File: src/rtl/hqm_AW_pkg.sv
// rtl/hqm_AW_pkg.sv - shared constants and state type for the AW 1:8 demux pipe.
package hqm_AW_pkg;

    localparam int HQM_AW_DEMUX8_LANES = 8;
    localparam int HQM_AW_DEMUX8_SELW  = 3;

    // Occupancy view of the main/skid pair, derived rather than stored.
    typedef enum logic [1:0] {
        DMX_EMPTY,
        DMX_ONE,
        DMX_TWO
    } hqm_aw_demux8_st_t;

endpackage

File: src/rtl/hqm_aw_satcnt.sv
// rtl/hqm_aw_satcnt.sv - saturating up-counter; exists only when HQM_AW_DEMUX8_CNT_EN is defined.
`ifdef HQM_AW_DEMUX8_CNT_EN
module hqm_aw_satcnt #(
    parameter int CNT_WIDTH = 16
) (
    input  logic                 clk,
    input  logic                 rst,
    input  logic                 inc,
    output logic [CNT_WIDTH-1:0] cnt
);

    always_ff @(posedge clk) begin
        if (rst) begin
            cnt <= '0;
        end else if (inc && (cnt != '1)) begin
            cnt <= cnt + CNT_WIDTH'(1);
        end
    end

endmodule
`endif

File: src/rtl/hqm_aw_demux8_pipe.sv
// rtl/hqm_aw_demux8_pipe.sv - registered 1:8 valid/ready demux with skid buffer.
// Per-lane pop counters are built only when HQM_AW_DEMUX8_CNT_EN is defined.
module hqm_aw_demux8_pipe
    import hqm_AW_pkg::*;
#(
    parameter int WIDTH     = 32,
    parameter int CNT_WIDTH = 16
) (
    input  logic                                     clk,
    input  logic                                     rst,
    input  logic                                     in_valid,
    output logic                                     in_ready,
    input  logic [HQM_AW_DEMUX8_SELW-1:0]            in_sel,
    input  logic [WIDTH-1:0]                         in_data,
    output logic [HQM_AW_DEMUX8_LANES-1:0]           out_valid,
    input  logic [HQM_AW_DEMUX8_LANES-1:0]           out_ready,
    output logic [WIDTH-1:0]                         out_data,
    output logic [HQM_AW_DEMUX8_LANES*CNT_WIDTH-1:0] lane_cnt
);

    logic                          main_v;
    logic                          skid_v;
    logic [HQM_AW_DEMUX8_SELW-1:0] main_sel;
    logic [HQM_AW_DEMUX8_SELW-1:0] skid_sel;
    logic [WIDTH-1:0]              main_data;
    logic [WIDTH-1:0]              skid_data;
    logic                          push;
    logic                          pop;
    hqm_aw_demux8_st_t             st;

    assign in_ready  = ~skid_v & ~rst;
    assign push      = in_valid & in_ready;
    assign pop       = main_v & out_ready[main_sel];
    assign out_valid = main_v ? (8'h01 << main_sel) : 8'h00;
    assign out_data  = main_data;

    always_ff @(posedge clk) begin
        if (rst) begin
            main_v    <= 1'b0;
            skid_v    <= 1'b0;
            main_sel  <= '0;
            skid_sel  <= '0;
            main_data <= '0;
            skid_data <= '0;
        end else if (!main_v || pop) begin
            // Main register is free this cycle: the skid beat is older, so it goes first.
            if (skid_v) begin
                main_v    <= 1'b1;
                main_sel  <= skid_sel;
                main_data <= skid_data;
                skid_v    <= 1'b0;
            end else if (push) begin
                main_v    <= 1'b1;
                main_sel  <= in_sel;
                main_data <= in_data;
            end else begin
                main_v    <= 1'b0;
            end
        end else if (push) begin
            skid_v    <= 1'b1;
            skid_sel  <= in_sel;
            skid_data <= in_data;
        end
    end

    always_comb begin
        st = DMX_EMPTY;
        if (skid_v) begin
            st = DMX_TWO;
        end else if (main_v) begin
            st = DMX_ONE;
        end
    end

`ifdef HQM_AW_DEMUX8_CNT_EN
    for (genvar n = 0; n < HQM_AW_DEMUX8_LANES; n++) begin : g_cnt
        hqm_aw_satcnt #(
            .CNT_WIDTH(CNT_WIDTH)
        ) u_cnt (
            .clk(clk),
            .rst(rst),
            .inc(pop && (main_sel == HQM_AW_DEMUX8_SELW'(n))),
            .cnt(lane_cnt[n*CNT_WIDTH +: CNT_WIDTH])
        );
    end
`else
    assign lane_cnt = '0;
`endif

    a_onehot_out: assert property (@(posedge clk) disable iff (rst) $onehot0(out_valid));
    a_no_push_full: assert property (@(posedge clk) disable iff (rst) !(skid_v && push));
    a_two_blocks: assert property (@(posedge clk) disable iff (rst) (st == DMX_TWO) |-> !in_ready);
    a_main_stable: assert property (@(posedge clk) disable iff (rst)
        (main_v && !pop) |=> (main_v && $stable(main_sel) && $stable(main_data)));

endmodule

File: config.mk
export PLATFORM = sky130hd
export DESIGN_NAME = hqm_aw_demux8_pipe
export DESIGN_NICKNAME = d
export VERILOG_FILES = /design/src/rtl/hqm_AW_pkg.sv /design/src/rtl/hqm_aw_satcnt.sv /design/src/rtl/hqm_aw_demux8_pipe.sv
export SDC_FILE = /design/constraint.sdc
export NUM_CORES = 1
export LEC_CHECK = 0
export ABC_CLOCK_PERIOD_IN_PS = 2200
export CAP_MARGIN = 30
export CORE_MARGIN = 2
export CORE_UTILIZATION = 41
export DETAILED_ROUTE_END_ITERATION = 8
export PLACE_DENSITY_LB_ADDON = 0.08
export REMOVE_ABC_BUFFERS = 1
export SYNTH_ARGS = -nofsm -noshare
export SYNTH_HDL_FRONTEND = slang
export SYNTH_SLANG_ARGS = --single-unit
File: constraint.sdc
create_clock -name clk -period 2.2 [get_ports clk]
set_clock_uncertainty 0.1 [all_clocks]
set_input_delay 0.22 -clock clk [delete_from_list [all_inputs] [get_ports clk]]
set_output_delay 0.22 -clock clk [all_outputs]
set_load 0.05 [all_outputs]
==> reports/results.ini <==
[setup_path]
critPathBufInv = 1
crit_arrival_ps = 2240
crit_path_start_kind = flip-flop
reg2reg_from = main_sel[0]
end_kind = flip-flop
reg2reg_slack_ps = 110
critPathMaxStageDelay_ps = 520
crit_fanout = 25
cp_top_family = multiplexers
required_ps = 2350
path_cells = mux4_2, or2_1, and2_2, buf_12, a211oi_1
critical_path_class = reg -> reg
cp_slowest_cell = mux4_2
reg2regPathDepth = 5
worst_r2r_endpoint = out_data[17]

[global_routing]
grt_pass1_vias = 2773
grt_usage_pct = 15.4
grt_start_max_net_pins = 74
grt_pass1_wl_um = 14200
antenna_found_initial = 0
overflow = 0

[outcome]
status = finished, final reports clean

[yosys]
yosys.area.top_type = dfxtp_1
synth_area_mm2 = 0.00440
synth_top_area_share_pct = 32.8
yosysSeqAreaShare_pct = 32.8
yosys-top-cells-area = dfxtp_1 (33%), buf_4 (22%), mux2i_1 (9.1%)
synthDistinctLibCells = 31
synthCells = 442
ys.warnings.count = 0
synth_enable_flop_cells = 0
synthFlopType = dfxtp_1
synth-seq-cells = 72
async_flop_share_pct = 0
postSynthAreaPerCell_um2 = 9.95

[clock_network]
cts_tree = done
cts_buffers = 9
clk_latency_ps = 330
cts_max_level = 3
cts_root_buf = clkbuf_8
cts_max_path_buffers = 2
postCtsHoldBufs = 0
clkSlewWorstSetupHoldPaths_ps = 80
cts_sinks = 72

[final_layout]
fin_area_mm2 = 0.00512
syn2layout_area_growth_pct = 16.4
regArea_mm2 = 0.00144
n_antenna_cell = 0
num-fill-cells = 981
drive_gt1_share_pct = 18.9
nNetsFinal = 569
multi_input_area_mm2 = 0.00229

[timing]
fin_crit_ps = 2090
hold_violations = 0
post-route-period-util_pct = 94.9
max_freq_mhz = 479
worstMarginPinSlew_ps = 942
setup_viol_count_final = 0
drv_slew = 0
grt_setup_unrepaired = no
max-slew-margin-rel_pct = 37.2

[floorplanning]
start_util_pct = 42.4
io_pins = 215
die_w_um = 108
core_area_mm2 = 0.0104
die-area_mm2 = 0.0116
rows = 37
die_height_um = 108

[power]
power_density_mw_per_mm2 = 751
power_w = 0.00384
power.leakage_nw = 2.10
peakVddDrop_mv = 0.424

[drt]
vias = 2887
drc = 0
vias_per_cell = 4.35
postRouteAntennaNets = 0
drt-total-wl_um = 8930
first_pass_iters = 6
drt_iter0_drc = 64
routedWlPerCell_um = 13.4

[hold_path]
hold_path_class = in -> reg
hold_end = skid_data[21]
hold_start = in_data[21]
hold_path_depth = 2

[placed_design]
gp_congestion = 0.781
hpwlAfterDp_um = 6130
place_area_mm2 = 0.00491
io_buffer_count = 86

[run]
drv_cap = 0

## cell usage after synthesis (2+ instances only)
cell type and number:
and2_1 6, nor3_1 3, clkbuf_1 14, a21oi_1 35, a211oi_1 5, buf_4 130
buf_2 7, mux2_2 24, dfxtp_1 72, nor2_1 5, buf_6 6, mux2_1 10
mux2i_1 40, inv_1 2, nand2b_1 2, nor2b_1 36, a211oi_2 30, nor3b_1 2
## per-stage QoR
stage	utilization (%)	cells	setup TNS [ps]	hold WS [ps]	worst slack (ps)
5_1_grt	49.3	664	0	369	1.16
4_1_cts	49.3	664	0	366	24.8
3_5_place_dp	47.3	648	-8810	383	-204
2_1_floorplan	-	411	-153200	185	-3210
6_report	49.3	664	0	386	113
3_3_place_gp	47.3	648	-8910	361	-214
## repair_timing
item / in CTS / in global routing
endpoints found under the setup margin: 0 / 16
setup buffers: 0 / 0
gates resized for setup: 0 / 1
endpoints found under the hold margin: 0 / 0
## state kept, by name, indices dropped and copies added (netlist names)
name,flops
main_sel,3
main_v,1
out_data,32
skid_data,32
skid_sel,3
skid_v,1
## layer usage
| layer | wire (µm) | GRT usage [%] | vias up | share of wire (%) |
|---|---|---|---|---|
| met4 | 62 | 3.30 | 0 | 0.69 |
| li1 | - | - | 1419 | - |
| met5 | 0 | 0 | - | 0 |
| met1 | 3960 | 20.2 | 1350 | 44 |
| met2 | 4320 | 25.4 | 112 | 48 |
| met3 | 586 | 4.24 | 6 | 6.6 |
## where the power goes
part	leakage [nW]	internal [W]	switching, W
Combinational	1.41	0.000352	0.000957
Sequential	0.589	0.00139	0.0000594
Clock	0.0989	0.000559	0.000521
## logic make-up after synthesis
logic type,synth area share [%]
other,0.0853
AND/OR/NAND/NOR,8.25
flip-flops,32.8
multiplexers,18.3
AO/OA/AOI/OAI,14.6
buffers and inverters,26.0
## layout by cell type, fill, tap and decap left out, drive strengths merged, types with 3 or more instances in the layout
master,n
nor3,3
and2,6
a211oi,35
buf,25
mux2i,40
inv,3
a21oi,35
clkbuf,10
clkdlybuf4s50,76
nor2b,36
dfxtp,72
mux2,34
nor2,5
conb,128
## how the worst max path moves through the flow
stage / slack [ps] / from / depth (start not counted) / endpoint
global route: 1 / main_sel[0] / 7 / out_data[23]
detailed placement: -200 / in_valid / 7 / out_data[17]
global placement: -210 / in_valid / 7 / out_data[17]
CTS: 20 / main_sel[1] / 6 / skid_data[30]
floorplan: -3210 / skid_v / 4 / out_data[17]
finish: 110 / main_sel[0] / 5 / out_data[17]
## cell type report
class | instances | share of cell area (%)
multi-input cells | 337 | 44.8
flip-flops and latches | 72 | 28.2
repair buffers | 101 | 19.5
well taps | 136 | 3.33
clock buffers | 10 | 2.69
clock inverters | 6 | 1.32
inverters | 2 | 0.147
Note: power is estimated with default switching activity, not from simulation.
